### src/rtl/multicycle_ctrl.sv
// Main sequencing FSM of the multi-cycle MIPS-subset datapath.
// Moore decode from state and wait counter; branch PC write qualified by alu_zero.
module multicycle_ctrl #(
  parameter int MEM_WAIT = 1,
  parameter int STATE_W  = 4
) (
  input  logic               clk,
  input  logic               reset,
  input  logic [5:0]         opcode,
  input  logic [5:0]         funct,
  input  logic               alu_zero,
  output logic               pc_write,
  output logic               iord,
  output logic               mem_read,
  output logic               mem_write,
  output logic               ir_write,
  output logic               mdr_write,
  output logic               reg_write,
  output logic               mem_to_reg,
  output logic               reg_dst,
  output logic               alu_src_a,
  output logic [1:0]         alu_src_b,
  output logic [1:0]         pc_source,
  output logic [2:0]         alu_op,
  output logic               instr_done,
  output logic               illegal_op,
  output logic [STATE_W-1:0] state_dbg
);

  typedef enum logic [3:0] {
    S_FETCH   = 4'd0,
    S_DECODE  = 4'd1,
    S_MEMADDR = 4'd2,
    S_MEMRD   = 4'd3,
    S_WB_MEM  = 4'd4,
    S_MEMWR   = 4'd5,
    S_RTYPE   = 4'd6,
    S_WB_R    = 4'd7,
    S_BRANCH  = 4'd8,
    S_ADDI    = 4'd9,
    S_WB_I    = 4'd10,
    S_JUMP    = 4'd11,
    S_JR      = 4'd12,
    S_ILLEGAL = 4'd13
  } state_t;

  localparam logic [2:0] OP_ADD = 3'b001;
  localparam logic [2:0] OP_SUB = 3'b010;
  localparam logic [2:0] OP_AND = 3'b011;
  localparam logic [2:0] LAST   = 3'(MEM_WAIT);

  state_t     state_q, state_d;
  logic [2:0] cnt_q, cnt_d;
  logic       last;

  assign last      = (cnt_q == LAST);
  assign state_dbg = STATE_W'(state_q);

  // State and wait-counter registers, aborted to fetch by reset
  always_ff @(posedge clk or posedge reset) begin
    if (reset) begin
      state_q <= S_FETCH;
      cnt_q   <= '0;
    end else begin
      state_q <= state_d;
      cnt_q   <= cnt_d;
    end
  end

  // Next state and Moore outputs; everything forced low while in reset
  always_comb begin
    state_d    = state_q;
    cnt_d      = '0;
    pc_write   = 1'b0;
    iord       = 1'b0;
    mem_read   = 1'b0;
    mem_write  = 1'b0;
    ir_write   = 1'b0;
    mdr_write  = 1'b0;
    reg_write  = 1'b0;
    mem_to_reg = 1'b0;
    reg_dst    = 1'b0;
    alu_src_a  = 1'b0;
    alu_src_b  = 2'b00;
    pc_source  = 2'b00;
    alu_op     = 3'b000;
    instr_done = 1'b0;
    illegal_op = 1'b0;
    if (!reset) begin
      unique case (state_q)
        S_FETCH: begin
          mem_read  = 1'b1;
          alu_src_b = 2'b01;
          alu_op    = OP_ADD;
          cnt_d     = cnt_q + 3'd1;
          if (last) begin
            ir_write = 1'b1;
            pc_write = 1'b1;
            cnt_d    = '0;
            state_d  = S_DECODE;
          end
        end
        S_DECODE: begin
          alu_src_b = 2'b11;
          alu_op    = OP_ADD;
          case (opcode)
            6'h00: begin
              if (funct == 6'h20 || funct == 6'h22 || funct == 6'h24)
                state_d = S_RTYPE;
              else if (funct == 6'h08)
                state_d = S_JR;
              else
                state_d = S_ILLEGAL;
            end
            6'h23, 6'h2B: state_d = S_MEMADDR;
            6'h04, 6'h05: state_d = S_BRANCH;
            6'h08:        state_d = S_ADDI;
            6'h02:        state_d = S_JUMP;
            default:      state_d = S_ILLEGAL;
          endcase
        end
        S_MEMADDR: begin
          alu_src_a = 1'b1;
          alu_src_b = 2'b10;
          alu_op    = OP_ADD;
          state_d   = (opcode == 6'h2B) ? S_MEMWR :
                      (opcode == 6'h23) ? S_MEMRD : S_FETCH;
        end
        S_MEMRD: begin
          iord     = 1'b1;
          mem_read = 1'b1;
          cnt_d    = cnt_q + 3'd1;
          if (last) begin
            mdr_write = 1'b1;
            cnt_d     = '0;
            state_d   = S_WB_MEM;
          end
        end
        S_WB_MEM: begin
          mem_to_reg = 1'b1;
          reg_write  = 1'b1;
          instr_done = 1'b1;
          state_d    = S_FETCH;
        end
        S_MEMWR: begin
          iord       = 1'b1;
          mem_write  = 1'b1;
          instr_done = 1'b1;
          state_d    = S_FETCH;
        end
        S_RTYPE: begin
          alu_src_a = 1'b1;
          alu_op    = (funct == 6'h22) ? OP_SUB :
                      (funct == 6'h24) ? OP_AND : OP_ADD;
          state_d   = S_WB_R;
        end
        S_WB_R: begin
          reg_dst    = 1'b1;
          reg_write  = 1'b1;
          instr_done = 1'b1;
          state_d    = S_FETCH;
        end
        S_BRANCH: begin
          alu_src_a  = 1'b1;
          alu_op     = OP_SUB;
          pc_source  = 2'b01;
          instr_done = 1'b1;
          pc_write   = (opcode == 6'h05) ? ~alu_zero : alu_zero;
          state_d    = S_FETCH;
        end
        S_ADDI: begin
          alu_src_a = 1'b1;
          alu_src_b = 2'b10;
          alu_op    = OP_ADD;
          state_d   = S_WB_I;
        end
        S_WB_I: begin
          reg_write  = 1'b1;
          instr_done = 1'b1;
          state_d    = S_FETCH;
        end
        S_JUMP: begin
          pc_source  = 2'b10;
          pc_write   = 1'b1;
          instr_done = 1'b1;
          state_d    = S_FETCH;
        end
        S_JR: begin
          pc_source  = 2'b11;
          pc_write   = 1'b1;
          instr_done = 1'b1;
          state_d    = S_FETCH;
        end
        S_ILLEGAL: begin
          illegal_op = 1'b1;
          instr_done = 1'b1;
          state_d    = S_FETCH;
        end
        default: state_d = S_FETCH;
      endcase
    end
  end

endmodule

### config.mk
export PLATFORM = sky130hd
export DESIGN_NAME = multicycle_ctrl
export DESIGN_NICKNAME = d
export VERILOG_FILES = /design/src/rtl/multicycle_ctrl.sv
export SDC_FILE = /design/constraint.sdc
export NUM_CORES = 1
export LEC_CHECK = 0
export CAP_MARGIN = 20
export CORE_MARGIN = 5
export CORE_UTILIZATION = 46
export CTS_BUF_LIST = sky130_fd_sc_hd__clkbuf_8 sky130_fd_sc_hd__clkbuf_16
export CTS_CLUSTER_SIZE = 12
export DETAILED_ROUTE_END_ITERATION = 10
export GPL_TIMING_DRIVEN = 0
export PLACE_DENSITY = 0.85
export SYNTH_ARGS = -nofsm -noshare
export SYNTH_HDL_FRONTEND = slang
export SYNTH_SLANG_ARGS = --single-unit
### constraint.sdc
create_clock -name clk -period 3.67 [get_ports clk]
set_clock_uncertainty 0.1 [all_clocks]
set_input_delay 1.101 -clock clk [delete_from_list [all_inputs] [get_ports clk]]
set_output_delay 1.101 -clock clk [all_outputs]
set_load 0.1 [all_outputs]
## Word-level counts from Yosys, hierarchy flattened

Cells that the tools add are included.
W data, S select, Z words.

- Bits in registers: 7
- Latch bits: 0
- Bits in writable memories: 0
- ROM bits: 0
- Input bits: 15
- Output and inout port bits: 23
- Logic and storage cells: 91
- Memories kept: 0

- Add/subtract/negate cells: 1
- Multipliers: 0
- Div/mod/pow operators: 0
- Order comparisons: 0
- Equality and inequality tests: 26
- Shift-type cells: 0
- Mux-type cells: 45
- Bitwise gates (word level): 2
- Reductions and logical operators: 15

Operators with widths:

| cell | count |
|---|---|
| $eq A6 B6 Y1 const B | 5 |
| $mux W1 | 26 |
| $eq A4 B4 Y1 const B | 6 |
| $pmux W4 S6 | 1 |
| $pmux W4 S5 | 1 |
| $pmux W2 S3 | 3 |
| $eq A4 B3 Y1 const B | 4 |
| $eq A6 B3 Y1 const B | 2 |
| $eq A6 B4 Y1 const B | 2 |
| $mux W2 | 6 |
| $mux W3 | 4 |
| $mux W4 | 3 |
| $reduce_or A2 Y1 | 6 |
| $eq A4 B2 Y1 const B | 2 |
| $reduce_or A4 Y1 | 2 |
| $reduce_or A8 Y1 | 1 |
| $eq A6 B2 Y1 const B | 1 |
| $logic_not A6 Y1 | 1 |
| $eq A4 B1 Y1 const B | 1 |
| $logic_not A4 Y1 | 1 |
| $ne A2 B2 Y1 const B | 2 |
| $add A3 B1 Y3 const B | 1 |
| $eq A3 B1 Y1 const B | 1 |
| $pmux W1 S3 | 1 |
| other kinds (4) | 6 |

## Logic depth before layout (Yosys ltp)

- Depth in word-level cells: 6
- Depth in mapped cells: 6
- Mapped depth without buffers: 4

## Least setup slack after synthesis

Ideal clock, no wire load.

- Path type: input-to-output
- Start point: in funct[0]
- End point: out alu_op[1]
- Data arrival time: 3.945 ns
- Data required time: 2.469 ns
- Slack: -1.476 ns
- Stages on the path: 3
- Path through: nor4b_1 > nand4_1 > a211oi_1

- Cells in the longest elaborated chain, start to end: 5

Ends and longest elaborated chain:

| what | line | source |
|---|---|---|
| start, declared | 10 | `input logic [5:0] funct,` |
| $eq A6 B6 Y1 | 154 | `(funct == 6'h24) ? OP_AND : OP_ADD;` |
| $mux W2 | 154 |  |
| $mux W2 (*) | 153 | `alu_op = (funct == 6'h22) ? OP_SUB :` |
| $pmux W2 S3 (*) | 90 | `unique case (state_q)` |
| $mux W2 (*) | 89 | `if (!reset) begin` |
| end, declared | 24 | `output logic [2:0] alu_op,` |

Mark *: on every way between the ends. The rest lies on a longest branch, timed or not.

## Worst setup path in the final report

- Start point: in reset
- End point: out mem_write

- Cells in the longest elaborated chain, start to end: 1

Ends and longest elaborated chain:

| what | line | source |
|---|---|---|
| start, declared | 8 | `input logic reset,` |
| $mux W1 | 89 |  |
| end, declared | 15 | `output logic mem_write,` |

Every way passes these cells.

==> results.yml <==
timing:
  finalHoldViolCount: 0
  finalCriticalPeriod_ns: 3.64
  slew_violations: 0
  max-slew-margin-rel: 0.351
  finalSetupViolCount: 0
  tightest_slew_ns: 0.971
  whs_ns: 0.411
  period_share: 0.992
  rsz0062_at_grt: "no"
  tns_ns: 0
  fmax_ghz: 0.275
worst_setup_path:
  cpLargestDelayFamily: "buffers and inverters"
  crit_path_max_fanout: 8
  cp-start-kind: "input port"
  critPathKind: "in2out"
  arrival_ns: 2.44
  end_kind: "output port"
  crit_path_top_delay_cell: "clkdlybuf4s18_2"
  crit_required_ns: 2.47
  slowest_delay_ns: 0.55
  crit_cells: 4
  cp_cell_sequence: "buf_2 -> or3b_1 -> nor2_4 -> clkdlybuf4s18_2"
  path_buf_inv: 2
  reg2regPathDepth: 5
logic_synthesis:
  synth_top_cell_area_share: 0.189
  synth_seq_cells: 7
  yosysMostFrequentCell: "nor2_1"
  yosysWarningCount: 0
  synth_cells: 136
  yosys.area.top_type: "dfrtp_1"
  synth_edf_count: 0
  ys_types: 44
  synthArstFlopShare: 1.00
  ys_seq_area_frac: 0.189
  synth.avg_cell_area_um2: 6.82
  ys.flop_type: "dfrtp_1"
  syn_area_um2: 927
  yosys-top-cells-area: "dfrtp_1, nor2_1, a21oi_1"
  synth_nets: 151
  synth_commonest_cells: "nor2_1, a21oi_1, inv_1, nor3_1, o21ai_0"
global_routing:
  grt_max_degree: 13
  grt_usage: 0.230
  grt_first_pass_wirelength_mm: 5.06
  gr-total-overflow: 0
  first_global_vias: 1184
  antenna_found_initial: 0
layout:
  nFillCells: 159
  area_delta_synth_final_pct: 60.3
  finalNetCount: 192
  layout.cells.non_filler: 203
  fin_util: 0.765
  drive_gt1_frac: 0.313
  n_antenna_cell: 0
clock_network:
  htree_num_levels: 1
  cts_tree: "built"
  cts_root_buffer: "clkbuf_8"
  cts-buffers-inserted: 3
  ctsHoldBuffers: 0
  insertion_delay_ns: 0.23
  clkTransAtPathRegs_ns: 0.04
  clkSinkCount: 7
  clockBufferDepth: 2
power_and_ir_drop:
  leakagePower_nw: 0.628
  power_per_cell_area_nw_per_um2: 667
  p_total_mw: 0.991
  peakVddDrop_v: 0.000537
floorplan:
  row_count: 16
  die_y_um: 54.9
  die_w_um: 54.9
  dieArea_um2: 3010
  coreArea_um2: 1940
  io_pins: 38
  initial_utilization: 0.477
detailed_routing:
  wirelength_mm: 3.19
  vias: 1212
  vias_per_cell: 5.97
  routedWlPerCell_um: 15.7
  first_pass_iters: 4
  antenna_left: 0
  drt_iter0_markers: 38
  drc_errors: 0
min_path:
  hold_path_depth: 1
  hold_class: "reg2reg"
run:
  cap_violations: 0
placement:
  portBuffers: 35
  post-dp-hpwl_mm: 2.38
  dp.cells: 198
  gp_congestion: 0.947
outcome:
  status: "complete, no violations"
[report_power, final]
group	leakage, nW	switching [mW]	internal [mW]
clock network	0.0269	0.0348	0.0724
registers	0.0940	0.0179	0.0929
logic	0.507	0.575	0.198
[cell usage in the layout (no fill, tap or decap), types with 3 or more instances in the layout]
cell / Yosys / final
nor2_1: 19 / 14
inv_1: 8 / 9
clkdlybuf4s15_2: 0 / 8
buf_2: 3 / 7
nand2_1: 7 / 7
o21ai_0: 8 / 7
dfrtp_1: 7 / 7
clkdlybuf4s50_1: 0 / 7
nand2b_1: 6 / 6
dlygate4sd2_1: 0 / 6
buf_4: 2 / 5
nor3_1: 8 / 5
or3b_2: 4 / 4
a31oi_1: 4 / 4
a21oi_1: 8 / 4
and3_2: 0 / 4
clkbuf_1: 4 / 3
clkbuf_2: 0 / 3
o211ai_1: 3 / 3
nor2_4: 0 / 3
clkbuf_8: 0 / 3
dlymetal6s2s_1: 0 / 3
[logic make-up after synthesis]
kind of cell / count (synthesis) / synth area share
AO/OA/AOI/OAI: 37 / 0.263
flip-flops: 7 / 0.189
multiplexers: 1 / 0.0108
AND/OR/NAND/NOR: 69 / 0.420
other: 1 / 0.00404
buffers and inverters: 18 / 0.0850
XOR/XNOR: 3 / 0.0283
[worst register-to-register path, cell delays in order (launching register included)]
cell,delay [ns]
dfrtp_1,0.39
buf_2,0.18
nor4b_1,0.17
a221o_1,0.31
and3_1,0.19
a221o_1,0.34
[routing by layer]
metal	up-vias	wire length, µm	global-route usage
li1	575	-	-
met1	569	1190	0.240
met2	61	1650	0.413
met3	7	288	0.0751
met4	0	67	0.109
met5	-	0	0
[worst paths after layout]
kind                           endpoint    startpoint  slack (ns)
hold / removal                 cnt_q[0]      cnt_q[0]        0.41
hold reg to reg                cnt_q[0]      cnt_q[0]        0.41
min in group asynchronous      cnt_q[1]         reset        0.81
setup reg to reg           state_dbg[2]  state_dbg[1]        1.88
setup / recovery              mem_write         reset        0.03
max in group asynchronous  state_dbg[2]         reset        2.37
[metrics by stage]
stage | worst slack, ns | cell area (µm²)
final | 0.0292 | 1490
after global routing | 0.000268 | 1490
after CTS | -0.245 | 1490
after detailed placement | -1.25 | 1410
after global placement | -1.26 | 1410
after floorplan | -0.303 | 1020
[flip-flops by register name, summed over array words and instances, names as in the netlist]
signal and count:
state_dbg 4, cnt_q 3
[final cells by class]
cell class | count | area [µm²] | share of cell area
clock buffer | 3 | 41.3 | 0.0278
tap | 27 | 33.8 | 0.0227
clock inverter | 1 | 3.75 | 0.00253
timing repair buffer | 36 | 358 | 0.241
multi-input combinational | 111 | 793 | 0.534
sequential | 7 | 175 | 0.118
buffer | 10 | 51.3 | 0.0345
inverter | 8 | 30.0 | 0.0202
[what timing repair did]
action	CTS	global route
endpoints found under the hold margin	0	0
gates resized for setup	85	16
pin swaps	3	1
setup buffers	0	1
endpoints found under the setup margin	18	7
(Power assumes the default switching activity.)
==> RTL edit (config.mk and constraints unchanged) <==
`STATE_W`: 4 -> 6.
--- a/src/rtl/multicycle_ctrl.sv
+++ b/src/rtl/multicycle_ctrl.sv
@@ -4,3 +4,3 @@
   parameter int MEM_WAIT = 1,
-  parameter int STATE_W  = 4
+  parameter int STATE_W  = 6
 ) (
Ports: changed (resized state_dbg); port bits go from 38 to 40. The function was not compared with the original's and may differ.
==> RTL edit against the original RTL <==
  * Worst setup slack got worse by 9.7 ps
  * Non-clock buffer count rose by 4
  * Total power is 1.1% higher
  * Sequential share of layout area is 0.21 points lower
  * Synthesized cell count up 1.5%
  * Die area increased by 1.3%
  * Sequential cell count unchanged
  * Final area grew 1.9%
  * Area after synthesis increased by 1.6%
  * Routed wire length up 2.9%
==> RTL edit: results (changes against the original RTL) <==
All-Layer GR Usage 0.214 (-0.0166); Ys Warns 0 (unchanged); depth of the worst register-to-register path 5 (unchanged); biggest regs state_q x4, cnt_q x3; Inst Count DP 202 (+2.0%); worst setup path start opcode[1]; Static Leak 0.647 nW (+3.0%); vias 1242 (+2.5%); met3 wire length 251 µm (-13%); Clock transition at path regs 40 ps (about the same); placer congestion estimate 0.952 (+0.52%); r2r setup slk approximately 1900 ps; Area contributors post-synth dfrtp_1, nor2_1, a21oi_1, nor3_1, o21ai_0; status finished, final reports clean; r2r endpoint state_q[0]$_DFFE_PP0P_; CTS Buf Count 3 (unchanged); Initial DRC Count 42 (+11%); met2 WL post-DR 1620 µm (-1.5%); Met1 Routed Length 1330 µm (+12%); Slew HR 0.334 (-0.0169); critical path's slowest cell dlygate4sd2_1; Async S/R FF share, synth 1.00 (unchanged); Critical Path Fanout Max 5 (-3); post-DP HPWL 2510 µm (+5.5%); dominant synthesized flop cell dfrtp_1; DR WL/cell 15.7 µm (about the same); crit path to pc_write; sequential-to-total area share from yosys stat 0.186 (-0.00301); crit-path leading delay family simple AND/OR/NAND/NOR gates; Pre-antenna DRT Iters 4 (unchanged); initial antenna violation count 0 (unchanged); diode count 0 (unchanged); cell depth of the worst hold path 1 (unchanged); global-route met1 utilization 0.250 (+0.0102); crit-path max cell delay 300 ps (-250 ps); VDD IR max 521 µV (-2.9%); Fillers 159 (unchanged); RR Startpoint state_q[3]$_DFFE_PP0P_; synthesized instance count 138 (+1.5%); clock latency on the worst-skew pair 230 ps (about the same); share of cells above drive strength 1 0.324 (+0.0117); first-pass GRT wire length 5420 µm (+7.2%); non-filler instance count after layout 209 (+3.0%); GR Layer Usage met3 0.0653 (-0.00980); M2 GR Usage 0.368 (-0.0451); largest net degree at the start of global routing 13 (unchanged)
-- RTL edit: through the flow --
stage / power [mW] / setup slack [ps] / setup TNS, ps / area, µm² / hold slack, ps
final: 1.00 / 19.5 / 0 / 1510 / 418
after global routing: 1.05 / -45.5 / -45.5 / 1510 / 456
after CTS: 0.998 / -49.8 / -49.8 / 1520 / 410
after detailed placement: 0.879 / -1310 / -11620 / 1430 / 405
after global placement: 0.868 / -1240 / -11060 / 1430 / 387
after floorplan: 0.711 / -303 / -1510 / 1050 / 367
-- RTL edit: worst register-to-register path, cell delays in order, from the launching register on --
cell	delay, ps
dfrtp_1	390
buf_4	180
or3b_1	500
inv_1	170
o211ai_1	110
o211ai_1	230
-- RTL edit: cell type report --
class,instances,area (µm²),share of cell area
Multi-Input combinational cell,113,801,0.529
Timing Repair Buffer,38,364,0.240
Sequential cell,7,175,0.116
Buffer,12,65.1,0.0430
Clock buffer,3,41.3,0.0273
Tap cell,27,33.8,0.0223
Inverter,8,30.0,0.0198
Clock inverter,1,3.75,0.00248
-- RTL edit: power breakdown --
part / leakage, nW / internal [mW] / switching (mW)
Sequential: 0.0940 / 0.0929 / 0.0170
Clock: 0.0269 / 0.0722 / 0.0328
Combinational: 0.526 / 0.202 / 0.585
-- RTL edit: kinds of logic (layout without fill, tap and decap cells) --
family / after synthesis / after routing / share of synthesized area
and+or+nand+nor: 69 / 69 / 0.413
AOI/OAI and AO/OA: 37 / 37 / 0.259
buffers and inverters: 20 / 62 / 0.0996
DFF: 7 / 7 / 0.186
xor gates and xnor gates: 3 / 3 / 0.0279
other: 1 / 3 / 0.00398
muxes: 1 / 1 / 0.0106
-- RTL edit: what timing repair did --
action	4_1_cts	5_1_grt
setup endpoints to repair	18	7
resized for setup	89	15
pin swaps	4	5
setup buffers	1	2
